### src/rtl/aes_pkg.sv
// Shared AES helpers: reduction polynomial, sequencer state encoding,
// column/byte slicing and the GF(2^8) xtime primitive.
package aes_pkg;

    localparam logic [7:0] AES_POLY = 8'h1B;

    localparam logic [1:0] ST_IDLE = 2'd0;
    localparam logic [1:0] ST_RUN  = 2'd1;
    localparam logic [1:0] ST_DONE = 2'd2;

    function automatic logic [7:0] xtime(input logic [7:0] b);
        return {b[6:0], 1'b0} ^ (b[7] ? AES_POLY : 8'h00);
    endfunction

    // Column c lives in bits [127-32c -: 32]; column 0 is the most significant word.
    function automatic logic [31:0] get_col(input logic [127:0] s, input logic [1:0] c);
        logic [31:0] col;
        case (c)
            2'd0:    col = s[127:96];
            2'd1:    col = s[95:64];
            2'd2:    col = s[63:32];
            default: col = s[31:0];
        endcase
        return col;
    endfunction

    function automatic logic [127:0] put_col(input logic [127:0] s, input logic [1:0] c,
                                             input logic [31:0] v);
        logic [127:0] r;
        r = s;
        case (c)
            2'd0:    r[127:96] = v;
            2'd1:    r[95:64]  = v;
            2'd2:    r[63:32]  = v;
            default: r[31:0]   = v;
        endcase
        return r;
    endfunction

    // Row 0 is the most significant byte of a column.
    function automatic logic [7:0] col_byte(input logic [31:0] col, input logic [1:0] r);
        logic [7:0] b;
        case (r)
            2'd0:    b = col[31:24];
            2'd1:    b = col[23:16];
            2'd2:    b = col[15:8];
            default: b = col[7:0];
        endcase
        return b;
    endfunction

endpackage

### src/rtl/mixcol_col_engine.sv
// One-column MixColumns / InvMixColumns engine, purely combinational.
module mixcol_col_engine
    import aes_pkg::*;
(
    input  logic [31:0] col_i,
    input  logic        dec_i,
    output logic [31:0] col_o
);

    logic [7:0] a   [4];
    logic [7:0] x2  [4];
    logic [7:0] x4  [4];
    logic [7:0] x8  [4];
    logic [7:0] m_e [4];
    logic [7:0] m_b [4];
    logic [7:0] m_d [4];
    logic [7:0] m_9 [4];

    // With x4/x8 held at 0 the inverse coefficients 0E/0B/0D/09 collapse to
    // 02/03/01/01, so one XOR network serves both directions.
    for (genvar gi = 0; gi < 4; gi++) begin : g_byte
        assign a[gi]   = col_byte(col_i, 2'(gi));
        assign x2[gi]  = xtime(a[gi]);
        assign x4[gi]  = dec_i ? xtime(x2[gi]) : 8'h00;
        assign x8[gi]  = dec_i ? xtime(x4[gi]) : 8'h00;
        assign m_e[gi] = x8[gi] ^ x4[gi] ^ x2[gi];
        assign m_b[gi] = x8[gi] ^ x2[gi] ^ a[gi];
        assign m_d[gi] = x8[gi] ^ x4[gi] ^ a[gi];
        assign m_9[gi] = x8[gi] ^ a[gi];
    end

    for (genvar gi = 0; gi < 4; gi++) begin : g_row
        assign col_o[31-8*gi -: 8] = m_e[gi] ^ m_b[(gi+1)%4] ^ m_d[(gi+2)%4] ^ m_9[(gi+3)%4];
    end

endmodule

### src/rtl/mixcol_seq.sv
// Column-serial MixColumns/InvMixColumns sequencer with valid/ready on both sides
// and a bypass path for the final AES round.
module mixcol_seq
    import aes_pkg::*;
#(
    parameter int COLS_PER_CYCLE = 1
) (
    input  logic         clk,
    input  logic         rst,
    input  logic         in_valid,
    output logic         in_ready,
    input  logic [127:0] in_state,
    input  logic         in_dec,
    input  logic         in_bypass,
    output logic         out_valid,
    input  logic         out_ready,
    output logic [127:0] out_state,
    output logic         busy
);

    localparam int         NSTEP     = 4 / COLS_PER_CYCLE;
    localparam logic [1:0] STEP_LAST = 2'(NSTEP - 1);

    if (COLS_PER_CYCLE != 1 && COLS_PER_CYCLE != 2 && COLS_PER_CYCLE != 4) begin : g_bad_cfg
        $error("mixcol_seq: COLS_PER_CYCLE must be 1, 2 or 4");
    end

    logic [1:0]   fsm_q, fsm_d;
    logic [1:0]   step_q, step_d;
    logic         dec_q, dec_d;
    logic [127:0] state_q, state_d;
    logic [127:0] result_q, result_d;

    logic [1:0]  col_idx [COLS_PER_CYCLE];
    logic [31:0] eng_in  [COLS_PER_CYCLE];
    logic [31:0] eng_out [COLS_PER_CYCLE];

    for (genvar gi = 0; gi < COLS_PER_CYCLE; gi++) begin : g_eng
        assign col_idx[gi] = 2'(32'(step_q) * 32'(COLS_PER_CYCLE) + 32'(gi));
        assign eng_in[gi]  = get_col(state_q, col_idx[gi]);

        mixcol_col_engine u_engine (
            .col_i (eng_in[gi]),
            .dec_i (dec_q),
            .col_o (eng_out[gi])
        );
    end

    always_comb begin
        fsm_d    = fsm_q;
        step_d   = step_q;
        dec_d    = dec_q;
        state_d  = state_q;
        result_d = result_q;
        case (fsm_q)
            ST_IDLE: begin
                if (in_valid) begin
                    state_d = in_state;
                    dec_d   = in_dec;
                    step_d  = 2'd0;
                    if (in_bypass) begin
                        result_d = in_state;
                        fsm_d    = ST_DONE;
                    end else begin
                        fsm_d = ST_RUN;
                    end
                end
            end
            ST_RUN: begin
                for (int k = 0; k < COLS_PER_CYCLE; k++) begin
                    result_d = put_col(result_d, col_idx[k], eng_out[k]);
                end
                if (step_q == STEP_LAST) begin
                    fsm_d  = ST_DONE;
                    step_d = 2'd0;
                end else begin
                    step_d = step_q + 2'd1;
                end
            end
            ST_DONE: begin
                if (out_ready) begin
                    fsm_d = ST_IDLE;
                end
            end
            default: fsm_d = ST_IDLE;
        endcase
    end

    always_ff @(posedge clk or posedge rst) begin
        if (rst) begin
            fsm_q    <= ST_IDLE;
            step_q   <= 2'd0;
            dec_q    <= 1'b0;
            state_q  <= 128'h0;
            result_q <= 128'h0;
        end else begin
            fsm_q    <= fsm_d;
            step_q   <= step_d;
            dec_q    <= dec_d;
            state_q  <= state_d;
            result_q <= result_d;
        end
    end

    assign in_ready  = (fsm_q == ST_IDLE);
    assign out_valid = (fsm_q == ST_DONE);
    assign busy      = (fsm_q == ST_RUN) || (fsm_q == ST_DONE);
    assign out_state = result_q;

endmodule

### config.mk
export PLATFORM = sky130hd
export DESIGN_NAME = mixcol_seq
export DESIGN_NICKNAME = d
export VERILOG_FILES = /design/src/rtl/aes_pkg.sv /design/src/rtl/mixcol_col_engine.sv /design/src/rtl/mixcol_seq.sv
export SDC_FILE = /design/constraint.sdc
export NUM_CORES = 1
export LEC_CHECK = 0
export BUFFER_PORTS_ARGS = -buffer_cell sky130_fd_sc_hd__buf_2
export CAP_MARGIN = 30
export CORE_MARGIN = 2
export CORE_UTILIZATION = 46
export CTS_CLUSTER_DIAMETER = 120
export DETAILED_ROUTE_END_ITERATION = 16
export GPL_TIMING_DRIVEN = 1
export MAX_ROUTING_LAYER = met4
export PLACE_DENSITY = 0.78
export SLEW_MARGIN = 40
export SYNTH_ARGS = -nofsm -noshare
export SYNTH_HDL_FRONTEND = slang
export SYNTH_HIERARCHICAL = 1
export SYNTH_SLANG_ARGS = --single-unit
### constraint.sdc
create_clock -name clk -period 10 [get_ports clk]
set_input_delay 2 -clock clk [delete_from_list [all_inputs] [get_ports clk]]
set_output_delay 2 -clock clk [all_outputs]
set_load 0.01 [all_outputs]
==> flow_metrics.py <==
metrics = {
    "critical_path": {
        "end_kind": "flip-flop",
        "path_buf_inv": 1,
        "cp-start-kind": "flip-flop",
        "path_cells": "inv_1, ha_2, a222oi_1, mux2i_1, xnor2_2, xnor3_2, xnor2_1, mux2_2, xnor2_2, xnor2_1, nand2_1, o21ai_0, mux2_4",
        "path_class": "flip-flop to flip-flop",
        "worst_path_max_delay_cell": "ha_2",
        "reg2reg_depth": 13,
        "crit_required_ps": 10420,
        "regToRegSetupSlack_ps": 5310,
        "critPathMaxFanout": 33,
        "crit_arrival_ps": 5120,
        "max_stage_delay_ps": 740,
        "r2r_start": "step_q[0]$_DFFE_PP0P_",
        "r2r-end": "out_state[108]$_DFFE_PP0P_",
        "path_delay_family": "XOR/XNOR gates",
    },
    "routing": {
        "first_iter_violations": 857,
        "drt-total-wl_um": 38800,
        "ant_nets": 0,
        "dr.pass1.iters": 6,
        "viasPerCell": 5.23,
        "drc": 0,
        "avgRoutedWirePerCell_um": 19.6,
        "dr_total_vias": 10400,
    },
    "logic_synthesis": {
        "synth_warnings": 6,
        "synth_edf_count": 0,
        "ys_top_cells_by_area": "dfrtp_1 46%, mux2_4 13%, o21ai_0 9.1%",
        "syn_inst": 1334,
        "ys_seq_elements": 261,
        "synth_fp_nets": 1475,
        "yosys_most_used_dff": "dfrtp_1",
        "synth_cell_types": 34,
        "avgSynthCellArea_um2": 10.6,
        "synth-async-reset-ratio": 1.00,
        "synth_top_area_share": 0.463,
        "synth_top_area_cell": "dfrtp_1",
        "synth_area_um2": 14100,
        "seq_area_frac_synth": 0.463,
    },
    "cts": {
        "cts_hold_buf": 0,
        "cts.sinks": 261,
        "h-tree-depth": 1,
        "clockBufferDepth": 3,
        "cts_root_buf": "clkbuf_16",
        "cts_tree": "yes",
        "clock_latency_ps": 540,
        "cts_resized": 0,
        "cts_inserted_buffers": 28,
        "cts_setup_buffers": 0,
        "path_clk_slew_ps": 60,
    },
    "final_layout": {
        "drive_gt1_frac": 0.310,
        "final_common_cell": "buf_2",
        "final_cell_mix": "264 x buf_2, 261 x dfrtp_1, 258 x o21ai_0",
        "finalNetCount": 1705,
        "area_delta_synth_final_pct": 18.1,
        "final_core_util": 0.548,
        "multi_input_area_um2": 6580,
        "register_area_um2": 6530,
        "n_fill_cell": 2658,
    },
    "timing": {
        "fin_crit_ps": 4690,
        "hold_viol": 0,
        "drv_slew": 0,
        "tns_ps": 0,
        "slew_headroom": 0.403,
        "setup_viol": 0,
        "finClkSkew_ps": 15.4,
        "rsz0062_at_grt": "no",
        "tightest_slew_ps": 870,
        "max_freq_mhz": 213,
        "timing.final.ws_setup_ps": 5310,
        "finalCritPeriodShare": 0.469,
    },
    "placement": {
        "port_buffers": 264,
        "post-place-ws_ps": 5360,
        "hpwl_um": 27700,
        "globalplace.congestion": 0.931,
    },
    "floorplanning": {
        "die_y_um": 179,
        "core_region_area_um2": 30400,
        "start_util": 0.464,
        "dieWidth_um": 179,
        "io_pins": 265,
        "die-area_um2": 32100,
        "num_rows": 64,
    },
    "grt": {
        "grt_start_max_net_pins": 126,
        "overflow": 0,
        "grt_pass1_wl_um": 59100,
        "grt_pass1_vias": 10500,
        "grt_usage": 0.247,
        "antenna_found_initial": 1,
    },
    "worst_hold_path": {
        "hold_end": "state_q[23]$_DFFE_PP0P_",
        "hold-path-cell-count": 2,
        "min_from": "state_q[23]$_DFFE_PP0P_",
        "min_path_type": "flip-flop to flip-flop",
    },
    "status": {
        "status": "completed",
    },
    "flow_run": {
        "maxCapViolCount": 0,
    },
}
cells by family after synthesis:
kind of cell | synth area share
XOR/XNOR | 0.121
flip-flops | 0.463
adder cells (fa/ha/maj) | 0.00620
buffers and inverters | 0.0745
AND/OR/NAND/NOR | 0.0570
AO/OA/AOI/OAI | 0.118
multiplexers | 0.161
cell type report:
type                            instances  area share
Timing Repair Buffer                  285      0.0898
Clock inverter                         12     0.00578
Tap cell                              396      0.0297
Antenna cell                            1    0.000150
Inverter                              166      0.0378
Multi-Input combinational cell        822       0.395
Sequential cell                       261       0.392
Clock buffer                           39      0.0500
cells in the mapped netlist, types with 2 or more instances:
cell and number:
a222oi_1 32, clkbuf_1 58, nor3_4 4, buf_1 3, nand2_1 176, buf_2 10
mux2_4 121, buf_4 2, xnor2_4 2, xor2_1 35, inv_1 166, xnor2_2 6
mux2i_1 34, ha_1 7, xnor3_1 12, o21ai_0 258, buf_6 12, dfrtp_1 261
xnor3_2 2, xnor2_1 104, mux2_2 10, nor2b_1 7
worst max path at each step:
| stage | endpoint | start | slack, ps | depth (start not counted) |
|---|---|---|---|---|
| 3_3_place_gp | out_state[54]$_DFFE_PP0P_ | step_q[0]$_DFFE_PP0P_ | 5140 | 13 |
| 4_1_cts | out_state[59]$_DFFE_PP0P_ | step_q[0]$_DFFE_PP0P_ | 5340 | 13 |
| 5_1_grt | out_state[45]$_DFFE_PP0P_ | step_q[0]$_DFFE_PP0P_ | 5040 | 13 |
| 2_1_floorplan | dec_q$_DFFE_PP0P_ | rst | 820 | 1 |
| 3_5_place_dp | out_state[59]$_DFFE_PP0P_ | step_q[0]$_DFFE_PP0P_ | 5360 | 13 |
| 6_report | out_state[108]$_DFFE_PP0P_ | step_q[0]$_DFFE_PP0P_ | 5310 | 13 |
flip-flops by register name, summed over array words and instances, names as in the netlist:
| register | cells |
|---|---|
| fsm_q | 2 |
| dec_q | 1 |
| step_q | 2 |
| out_state | 128 |
| state_q | 128 |
worst reg2reg max path, stage by stage (launching register included):
cell and delay, ps:
dfrtp_1 430, inv_1 110, ha_2 740, a222oi_1 170
mux2i_1 670, xnor2_2 260, xnor3_2 550, xnor2_1 260
mux2_2 390, xnor2_2 300, xnor2_1 160, nand2_1 150
o21ai_0 110, mux2_4 290
per-stage QoR:
step | instance area, um2 | hold slack [ps] | instances
2_1_floorplan | 14100 | 449 | 1334
3_3_place_gp | 15700 | 460 | 1930
3_5_place_dp | 15700 | 470 | 1930
4_1_cts | 16700 | 484 | 1981
5_1_grt | 16700 | 510 | 1982
6_report | 16700 | 481 | 1982
metal layers:
metal / wire length (um) / up-vias / global-route usage
li1: - / 4857 / -
met5: 0 / - / -
met2: 18200 / 399 / 0.391
met4: 874 / 0 / 0.0665
met3: 2370 / 59 / 0.0310
met1: 17300 / 5045 / 0.337
Power is left out: the tool's default activity adds up to more than one toggle a clock period on the data nets, which glitch-free logic cannot reach.
